--- src/rtl/vx_alu_commit_sink.sv ---
// Commit sink for the ALU unit: buffers register-writing commit beats in order,
// drives the regfile writeback port from the FIFO head and counts retired instructions.
module vx_alu_commit_sink #(
  parameter int CORE_ID     = 0,
  parameter int NUM_THREADS = 4,
  parameter int NW_BITS     = 2,
  parameter int NR_BITS     = 6,
  parameter int UUID_BITS   = 44,
  parameter int DEPTH       = 2
) (
  input  logic                      clk,
  input  logic                      reset,

  // Handshake: a beat transfers on any rising edge where valid && ready; ready
  // never looks at valid, and writeback_ready only affects the next cycle.
  input  logic                      commit_valid,
  input  logic [UUID_BITS-1:0]      commit_uuid,
  input  logic [NW_BITS-1:0]        commit_wid,
  input  logic [NUM_THREADS-1:0]    commit_tmask,
  input  logic [31:0]               commit_PC,
  input  logic [NR_BITS-1:0]        commit_rd,
  input  logic                      commit_wb,
  input  logic [NUM_THREADS*32-1:0] commit_data,
  input  logic                      commit_eop,
  output logic                      commit_ready,

  output logic                      writeback_valid,
  output logic [NW_BITS-1:0]        writeback_wid,
  output logic [NUM_THREADS-1:0]    writeback_tmask,
  output logic [NR_BITS-1:0]        writeback_rd,
  output logic [NUM_THREADS*32-1:0] writeback_data,
  output logic [31:0]               writeback_PC,
  input  logic                      writeback_ready,

  output logic [63:0]               instret,
  output logic [31:0]               wb_stall_cycles
);

  localparam int AW = $clog2(DEPTH);
  localparam int DW = NUM_THREADS * 32;
  localparam logic [31:0] CORE_ID_W = CORE_ID;

  typedef struct packed {
    logic [NW_BITS-1:0]     wid;
    logic [NUM_THREADS-1:0] tmask;
    logic [NR_BITS-1:0]     rd;
    logic [DW-1:0]          data;
    logic [31:0]            pc;
    logic                   eop;
  } entry_t;

  entry_t          mem_q [DEPTH];
  entry_t          head;
  entry_t          push_entry;

  logic [AW:0]     wr_ptr_q, wr_ptr_d;
  logic [AW:0]     rd_ptr_q, rd_ptr_d;
  logic [63:0]     instret_q, instret_d;
  logic [31:0]     stall_q, stall_d;

  logic            full;
  logic            empty;
  logic            accept;
  logic            is_wr;
  logic            push;
  logic            pop;
  logic            drop_eop;
  logic            pop_eop;

  // uuid and core id only matter for tracing
  logic            unused_trace;
  assign unused_trace = ^{commit_uuid, CORE_ID_W};

  // The extra pointer MSB tells a full ring apart from an empty one.
  assign empty = (wr_ptr_q == rd_ptr_q);
  assign full  = (wr_ptr_q[AW] != rd_ptr_q[AW]) &&
                 (wr_ptr_q[AW-1:0] == rd_ptr_q[AW-1:0]);

  assign commit_ready = !full;
  assign accept       = commit_valid && commit_ready;
  assign is_wr        = commit_wb && (commit_rd != '0);
  assign push         = accept && is_wr;
  assign pop          = !empty && writeback_ready;
  assign drop_eop     = accept && !is_wr && commit_eop;

  assign head    = mem_q[rd_ptr_q[AW-1:0]];
  assign pop_eop = pop && head.eop;

  always_comb begin
    push_entry       = '0;
    push_entry.wid   = commit_wid;
    push_entry.tmask = commit_tmask;
    push_entry.rd    = commit_rd;
    push_entry.data  = commit_data;
    push_entry.pc    = commit_PC;
    push_entry.eop   = commit_eop;
  end

  always_comb begin
    wr_ptr_d  = wr_ptr_q;
    rd_ptr_d  = rd_ptr_q;
    instret_d = instret_q + {63'd0, drop_eop} + {63'd0, pop_eop};
    stall_d   = stall_q;
    if (push) begin
      wr_ptr_d = wr_ptr_q + 1'b1;
    end
    if (pop) begin
      rd_ptr_d = rd_ptr_q + 1'b1;
    end
    if (!empty && !writeback_ready && (stall_q != '1)) begin
      stall_d = stall_q + 32'd1;
    end
  end

  always_ff @(posedge clk) begin
    if (reset) begin
      wr_ptr_q  <= '0;
      rd_ptr_q  <= '0;
      instret_q <= '0;
      stall_q   <= '0;
    end else begin
      wr_ptr_q  <= wr_ptr_d;
      rd_ptr_q  <= rd_ptr_d;
      instret_q <= instret_d;
      stall_q   <= stall_d;
    end
  end

  // Storage needs no reset: pointers alone decide what is valid.
  always_ff @(posedge clk) begin
    if (push) begin
      mem_q[wr_ptr_q[AW-1:0]] <= push_entry;
    end
  end

  assign writeback_valid = !empty;
  assign writeback_wid   = head.wid;
  assign writeback_tmask = head.tmask;
  assign writeback_rd    = head.rd;
  assign writeback_data  = head.data;
  assign writeback_PC    = head.pc;

  assign instret         = instret_q;
  assign wb_stall_cycles = stall_q;

endmodule

--- config.mk ---
export PLATFORM = sky130hd
export DESIGN_NAME = vx_alu_commit_sink
export DESIGN_NICKNAME = d
export VERILOG_FILES = /design/src/rtl/vx_alu_commit_sink.sv
export SDC_FILE = /design/constraint.sdc
export NUM_CORES = 1
export LEC_CHECK = 0
export ABC_CLOCK_PERIOD_IN_PS = 16600
export BUFFER_PORTS_ARGS = -buffer_cell sky130_fd_sc_hd__buf_2
export CAP_MARGIN = 20
export CORE_MARGIN = 2
export CORE_UTILIZATION = 40
export DETAILED_ROUTE_END_ITERATION = 16
export GPL_TIMING_DRIVEN = 0
export PLACE_DENSITY = 0.65
export SYNTH_ARGS = -nofsm -noshare
export SYNTH_HDL_FRONTEND = slang
export SYNTH_SLANG_ARGS = --single-unit
--- constraint.sdc ---
create_clock -name clk -period 16.6 [get_ports clk]
set_input_delay 0 -clock clk [delete_from_list [all_inputs] [get_ports clk]]
set_output_delay 0 -clock clk [all_outputs]
set_load 0.02 [all_outputs]
==> key figures, run 1 <==
STA
  – Min Tclk post-route: about 4.1 ns
  – RSZ-0062 raised after global routing: false
  – Max-slew violation count: 0
  – Slew Limit Headroom: 0.342
  – TNS Setup: 0 ns
  – Final Hold Violating Endpoints: 0
  – Clock skew: 0.0112 ns
  – Final period util: 0.248
  – FMAX: around 0.24 GHz
  – Count of final setup violators: 0
  – Worst-margin pin slew: 0.987 ns

Final layout
  – Layout cells sized above 1: 0.395
  – Fin nets: 2,018
  – Synth-to-layout area growth: 37.3%
  – Most common cell after layout, fill and taps aside: buf_2
  – Final core occ: 0.553
  – Most frequent cells in the layout: buf_2, edfxtp_1, mux2_2
  – Design area: about 24,000 sq um

GRT
  – Largest net degree at the start of global routing: 65
  – Initial antenna violation count: 2
  – Global Route Usage Sum: 0.198
  – Gr ovfl total: 0
  – Vias in the first global route: 12,400
  – First-pass GRT wire length: 68,600 um

Setup path
  – Crit path cell chain: clkbuf_1, mux2_2, nand3_1, fa_1, inv_1, ha_1, nand4_1, nor4_2, nand4_1, clkbuf_1, or3_1, a21oi_1
  – Critical path's top delay family: simple AND/OR/NAND/NOR gates
  – Startpoint types: register
  – Req. time, crit path: between 15 and 20 ns
  – CP max FO: 10
  – Buffers and inverters on the worst path: 3
  – CP Class: register to register
  – Crit. End Element: register
  – Arr. time, crit path: 4.61 ns
  – CP max stage cell: clkbuf_1
  – CP peak stage delay: roughly 0.56 ns

Floorplan
  – Die Area: 44,900 sq um
  – Die width: 212 um
  – Chip height: 212 um
  – Rows: 76
  – Starting Density: 0.403
  – Core Footprint: 42,900 sq um
  – # IOs: 492

CTS
  – CTS root buf: clkbuf_16
  – Later-pin clock latency in the skew report: 0.57 ns
  – CTS clock-pin slew for the worst setup and hold paths: 0.06 ns
  – CTS tree: yes
  – H-Tree Depth: 2
  – Clock tree buffer depth: 3
  – Post-CTS sizing: 0
  – Post-CTS setup buffer count: 0
  – CTS Buf Count: 47
  – # hold bufs at CTS: about 180
  – Clock sinks: 447

Drt
  – Via density per instance: 5.00
  – DR vias: 12,100
  – Post-route ant nets: 0
  – 1st-iter DRT viols: 711
  – Per-cell routed wire length: approximately 19 um
  – Pre-Repair DR Iteration Count: 5
  – DRC errors left: 0
  – Final WL: 46,100 um

Place
  – Hpwl dp: roughly 31,000 um
  – Port-buffer cells: 446
  – Final GP Congestion: 0.828
  – Placed Area: 20,400 sq um

Synth
  – Mean area per synthesized cell: 15.5 sq um
  – Post-synthesis cell area: 17,300 sq um
  – Yosys cell types: 49
  – Post-synth top area cell: edfxtp_1
  – Mapped Nets: approximately 1,300
  – Gate Count Post-Synth: 1,114
  – Sequential element share of the synthesized area: 0.718
  – Dominant synthesized flop cell: edfxtp_1
  – Synthesis-stage register bit count: between 400 and 500
  – YS warnings: 0
  – Area contributors post-synth: edfxtp_1, mux2_2, dfxtp_1, nand4_1, xor2_1
  – Top cell type's share of synthesized area: 0.601
  – Post-synth ARST share: 0
  – Number of synthesized flops with an enable pin: 346

Power and ir drop
  – Peak VDD IR: 77.4 uV
  – LEAKAGE: 8.84 nW
  – Power Density: 115 nW/um^2

Status
  – Status: finished, final reports clean

Run
  – Max-cap violation count: 0

Worst hold path
  – Hold Path Class: input pin to register
[synthesized netlist by cell type, types with 2 or more instances]
| cell | number |
|---|---|
| o31ai_1 | 10 |
| or3_1 | 36 |
| o21ba_2 | 2 |
| and3_1 | 12 |
| clkbuf_1 | 37 |
| nor4_4 | 2 |
| buf_6 | 3 |
| nor4_1 | 7 |
| dfxtp_1 | 101 |
| nand2_1 | 31 |
| mux2_2 | 181 |
| xor2_1 | 29 |
| edfxtp_1 | 346 |
| nand4_1 | 41 |
| nor2_1 | 65 |
| nand3_1 | 39 |
| nand4_2 | 2 |
| or4_1 | 14 |
| a21oi_1 | 47 |
| nor3_1 | 5 |
| and2_1 | 4 |
| ha_1 | 2 |
| xnor2_1 | 15 |
| nor2b_1 | 11 |
| o21ai_0 | 36 |
| inv_1 | 12 |
| o31a_1 | 2 |
[power breakdown]
group	switching (mW)	leakage [nW]	internal (mW)
Sequential	0.0103	3.99	1.25
Clock	0.429	0.750	0.611
Combinational	0.251	4.11	0.181
Total	0.691	8.84	2.04
[layer usage]
| layer | vias up | track usage | wire [um] | share of wire |
|---|---|---|---|---|
| li1 | 5644 | - | - | - |
| met1 | 5939 | 0.229 | 17600 | 0.38 |
| met2 | 422 | 0.349 | 23100 | 0.50 |
| met3 | 74 | 0.0700 | 4400 | 0.095 |
| met4 | 0 | 0.0525 | 992 | 0.022 |
| met5 | - | 0 | 0 | 0 |
[cell families (layout without fill, tap and decap cells)]
logic type               Yosys count  in the layout  share of synthesized area
XOR/XNOR                          44             44                     0.0223
adder cells (fa/ha/maj)            3              3                    0.00260
flip-flops                       447            447                      0.718
AO/OA/AOI/OAI                    108            108                     0.0384
AND/OR/NAND/NOR                  277            277                     0.0876
buffers and inverters             53            768                     0.0129
multiplexers                     182            182                      0.118
other                              0              1                          0
[worst register-to-register path, cell delays in order (launching register included)]
cell and delay (ns):
dfxtp_1 0.33, clkbuf_1 0.56, mux2_2 0.29, nand3_1 0.10, fa_1 0.48, inv_1 0.09
ha_1 0.21, nand4_1 0.27, nor4_2 0.56, nand4_1 0.35, clkbuf_1 0.33, or3_1 0.36
a21oi_1 0.14
[worst paths after layout]
| check | startpoint | to | slack, ns | depth (start not counted) |
|---|---|---|---|---|
| min | commit_valid | instret[0]$_SDFF_PP0_ | 0.06 | 5 |
| min reg2reg | instret[61]$_SDFF_PP0_ | instret[61]$_SDFF_PP0_ | 0.50 | 2 |
| max reg2reg | register | instret[58]$_SDFF_PP0_ | 12.48 | 12 |
| max | register | instret[58]$_SDFF_PP0_ | 12.48 | 12 |
[final cells by class]
class	count	area, sq um
Clock buffer	57	1240
Sequential cell	447	12400
Clock inverter	28	277
Fill cell	3524	19200
Tap cell	585	732
Buffer	41	178
Inverter	12	45.0
Timing Repair Buffer	630	4180
Antenna cell	1	2.50
Multi-Input combinational cell	614	4670
[state kept, by name, indices dropped and copies added (netlist names), named ones only]
| signal | count |
|---|---|
| wb_stall_cycles | 32 |
| rd_ptr_q | 2 |
| mem_q | 346 |
| wr_ptr_q | 2 |
| instret | 64 |
[stage by stage]
step / hold slack [ns] / cells / power (mW) / setup slack (ns)
floorplan: 0.0989 / 1114 / 1.54 / 7.27
global placement: 0.188 / 2145 / 1.69 / 2.28
detailed placement: 0.191 / 2153 / 1.68 / 12.35
CTS: 0.00425 / 2414 / 2.77 / 12.37
global route: 0.0717 / 2415 / 2.83 / 12.10
finish: 0.0595 / 2415 / 2.73 / 12.48
No activity file was read; power rests on OpenSTA's default activity.
==> inputs of run 2 (changes only) <==
--- a/config.mk
+++ b/config.mk
@@ -5,14 +5,14 @@
 export SDC_FILE = /design/constraint.sdc
 export NUM_CORES = 1
 export LEC_CHECK = 0
-export ABC_CLOCK_PERIOD_IN_PS = 16600
+export ABC_CLOCK_PERIOD_IN_PS = 3600
 export BUFFER_PORTS_ARGS = -buffer_cell sky130_fd_sc_hd__buf_2
 export CAP_MARGIN = 20
 export CORE_MARGIN = 2
 export CORE_UTILIZATION = 40
 export DETAILED_ROUTE_END_ITERATION = 16
 export GPL_TIMING_DRIVEN = 0
-export PLACE_DENSITY = 0.65
+export PLACE_DENSITY = 0.67
 export SYNTH_ARGS = -nofsm -noshare
 export SYNTH_HDL_FRONTEND = slang
 export SYNTH_SLANG_ARGS = --single-unit
==> constraint.sdc (replaced) <==
create_clock -name clk -period 3.6 [get_ports clk]
set_input_delay 0 -clock clk [delete_from_list [all_inputs] [get_ports clk]]
set_output_delay 0 -clock clk [all_outputs]
set_load 0.02 [all_outputs]
==> run 2 against run 1 <==
Via count increased by 0.17%; global-route usage fell by 0.62 points; core utilization about the same; combinational power increased to 4.6 times the previous value; design area about the same; hold slack worse by 0.0091 ns; flip-flop and latch count unchanged; register-to-register slack got worse by 12 ns; critical endpoint unchanged; largest cell class unchanged.
==> key figures, run 2 (synthesis gave the netlist of run 1 again) <==
GRT
  – Global-route met3 utilization: 0.0691 (was 0.0700)
  – Initial antenna violation count: 3 (was 2)
  – GR Util met2: 0.335 (was 0.349)
  – Vias in the first global route: 12,100 (was 12,400)
  – Largest net degree at the start of global routing: 58 (was 65)
  – Global Route Usage Sum: 0.192 (was 0.198)
  – Gr ovfl total: 0 (unchanged)
  – First-pass GRT wire length: 66,800 um (was 68,600 um)
  – GR peak layer: met2 (unchanged)
  – M1 GR Usage: 0.218 (was 0.229)

Final layout
  – Most common cell after layout, fill and taps aside: buf_2 (unchanged)
  – Max FFs per register: 346 (unchanged)
  – Synth-to-layout area growth: 37.3% (about the same)
  – Layout cells sized above 1: 0.398 (was 0.395)
  – Fin nets: 2,020 (was 2,018)
  – Most frequent cells in the layout: buf_2, edfxtp_1, mux2_2 (unchanged)

Drt
  – Per-cell routed wire length: 18.7 um (was 19.1 um)
  – 1st-iter DRT viols: 717 (was 711)
  – DRC errors left: 0 (unchanged)
  – Pre-Repair DR Iteration Count: 5 (unchanged)
  – DR vias: 12,100 (about the same)
  – Via density per instance: 5.01 (was 5.00)
  – Final WL: 45,200 um (was 46,100 um)
  – Post-route ant nets: 0 (unchanged)

CTS
  – Later-pin clock latency in the skew report: 0.56 ns (was 0.57 ns)
  – CTS tree: yes (unchanged)
  – CTS Buf Count: 46 (was 47)
  – Clock tree buffer depth: 3 (unchanged)
  – CTS root buf: clkbuf_16 (unchanged)
  – CTS clock-pin slew for the worst setup and hold paths: 0.06 ns (about the same)
  – Clock sinks: 447 (unchanged)
  – H-Tree Depth: 2 (unchanged)

Power and ir drop
  – Net switching power: 3.07 mW (was 0.691 mW)
  – Gate power share: 0.161 (was 0.158)
  – Pint: 9.28 mW (was 2.04 mW)
  – Power Density: 520 nW/um^2 (was 115 nW/um^2)
  – LEAKAGE: 8.84 nW (about the same)
  – Sequential share of power: 0.472 (was 0.461)
  – Peak VDD IR: 359 uV (was 77.4 uV)
  – Sw Ratio: 0.249 (was 0.253)
  – Clk pwr share: 0.367 (was 0.381)

Floorplan
  – Starting Density: 0.403 (unchanged)
  – Core Footprint: 42,900 sq um (unchanged)
  – Rows: 76 (unchanged)
  – Chip height: 212 um (unchanged)
  – Die width: 212 um (unchanged)
  – # IOs: 492 (unchanged)
  – Die Area: 44,900 sq um (unchanged)

STA
  – Clock skew: 0.0117 ns (was 0.0112 ns)
  – FMAX: 0.295 GHz
  – Max-slew violation count: 0 (unchanged)
  – Slew Limit Headroom: 0.291 (was 0.342)
  – Final worst slack: 0.210 ns (was 12.48 ns)
  – Count of final setup violators: 0 (unchanged)
  – Final Hold Violating Endpoints: 0 (unchanged)
  – Final period util: 0.942
  – Min Hold Slack: 0.0504 ns (was 0.0595 ns)
  – RSZ-0062 raised after global routing: false (unchanged)
  – Min Tclk post-route: 3.39 ns
  – Worst-margin pin slew: 1.06 ns (was 0.987 ns)

Setup path
  – FF-to-FF setup slack: 0.32 ns (was 12.48 ns)
  – Crit path launch: commit_rd[0]
  – CP max FO: 10 (unchanged)
  – Crit. End Element: register (unchanged)
  – R2R cell count: 13 (was 12)
  – Startpoint types: input pin (was register)
  – Req. time, crit path: 4.08 ns (was 17.09 ns)
  – CP Class: input pin to register (was register to register)
  – Arr. time, crit path: 3.87 ns (was 4.61 ns)
  – FF-to-FF Start: wr_ptr_q[1]$_SDFFE_PP0P_

Worst hold path
  – Min-delay src: reset (was commit_valid)
  – Hold Path Class: input pin to register (unchanged)
  – Hold Crit Depth: 3 (was 5)

Run
  – Max-cap violation count: 0 (unchanged)

Place
  – Port-buffer cells: 446 (unchanged)
  – Hpwl dp: 30,700 um (was 31,200 um)
  – Final GP Congestion: 0.857 (was 0.828)
  – Dpl ws: -0.690 ns (was 12.35 ns)

Status
  – Status: finished, final reports clean (unchanged)
## run 2: changes by cell type in the layout (fill, tap and decap cells not counted), moves of 3 or more
| cell | delta |
|---|---|
| buf_4 | +3 |
| clkbuf_8 | +4 |
| clkinv_2 | -9 |
| bufinv_16 | -3 |
| clkbuf_2 | +3 |
| dfxtp_1 | -3 |
## run 2: what timing repair did
item                                    CTS  global route
pin swaps                                 2             1
resized for setup                         2             5
hold endpoints to repair                360             0
buffers inserted                          1             2
endpoints found under the setup margin   37            18
hold buffers                            176             0
## run 2: final timing paths
check,to
worst max register to register,instret[58]$_SDFF_PP0_
worst min register to register,instret[40]$_SDFF_PP0_
worst max-delay path,instret[58]$_SDFF_PP0_
worst min-delay path,wb_stall_cycles[8]$_SDFFE_PP0P_
## run 2: power groups by stage
stage | Sequential, mW | Combinational, mW | Clock [mW]
2_1_floorplan | 5.93 | 1.14 | 0
3_3_place_gp | 5.94 | 1.79 | 0
3_5_place_dp | 5.92 | 1.84 | 0
4_1_cts | 5.83 | 2.00 | 4.66
5_1_grt | 5.84 | 2.11 | 4.84
6_report | 5.83 | 1.99 | 4.53
## run 2: worst max-delay path: stages
cell           delay (ns)
dlygate4sd3_1        0.53
buf_2                0.14
or4_1                0.49
o31a_1               0.29
nand3b_1             0.18
fa_1                 0.41
inv_1                0.07
ha_1                 0.21
nand4_1              0.11
buf_4                0.18
nor4_4               0.26
nand4_1              0.25
clkbuf_2             0.27
or3_1                0.34
a21oi_1              0.13
## run 2: cell type report
cell class | instances | area (sq um)
Antenna cell | 3 | 7.51
Buffer | 40 | 176
Fill cell | 3496 | 19200
Multi-Input combinational cell | 614 | 4700
Sequential cell | 447 | 12400
Inverter | 12 | 45.0
Tap cell | 585 | 732
Clock inverter | 12 | 109
Clock buffer | 66 | 1320
Timing Repair Buffer | 634 | 4220
## run 2: routing by layer
metal | share of wire | routed length (um)
met5 | 0.00029 | 13
met4 | 0.028 | 1260
met3 | 0.094 | 4240
met2 | 0.49 | 22200
met1 | 0.39 | 17500
## run 2: per-stage QoR
step           std cells   util  area (sq um)  setup TNS (ns)  power [mW]
5_1_grt             2412  0.553         23700               0        12.8
2_1_floorplan       1114      -         17300          -49.56        7.07
6_report            2413  0.553         23700               0        12.3
3_5_place_dp        2154  0.478         20500          -10.64        7.77
3_3_place_gp        2145  0.473         20300         -512.98        7.74
4_1_cts             2408  0.553         23700               0        12.5
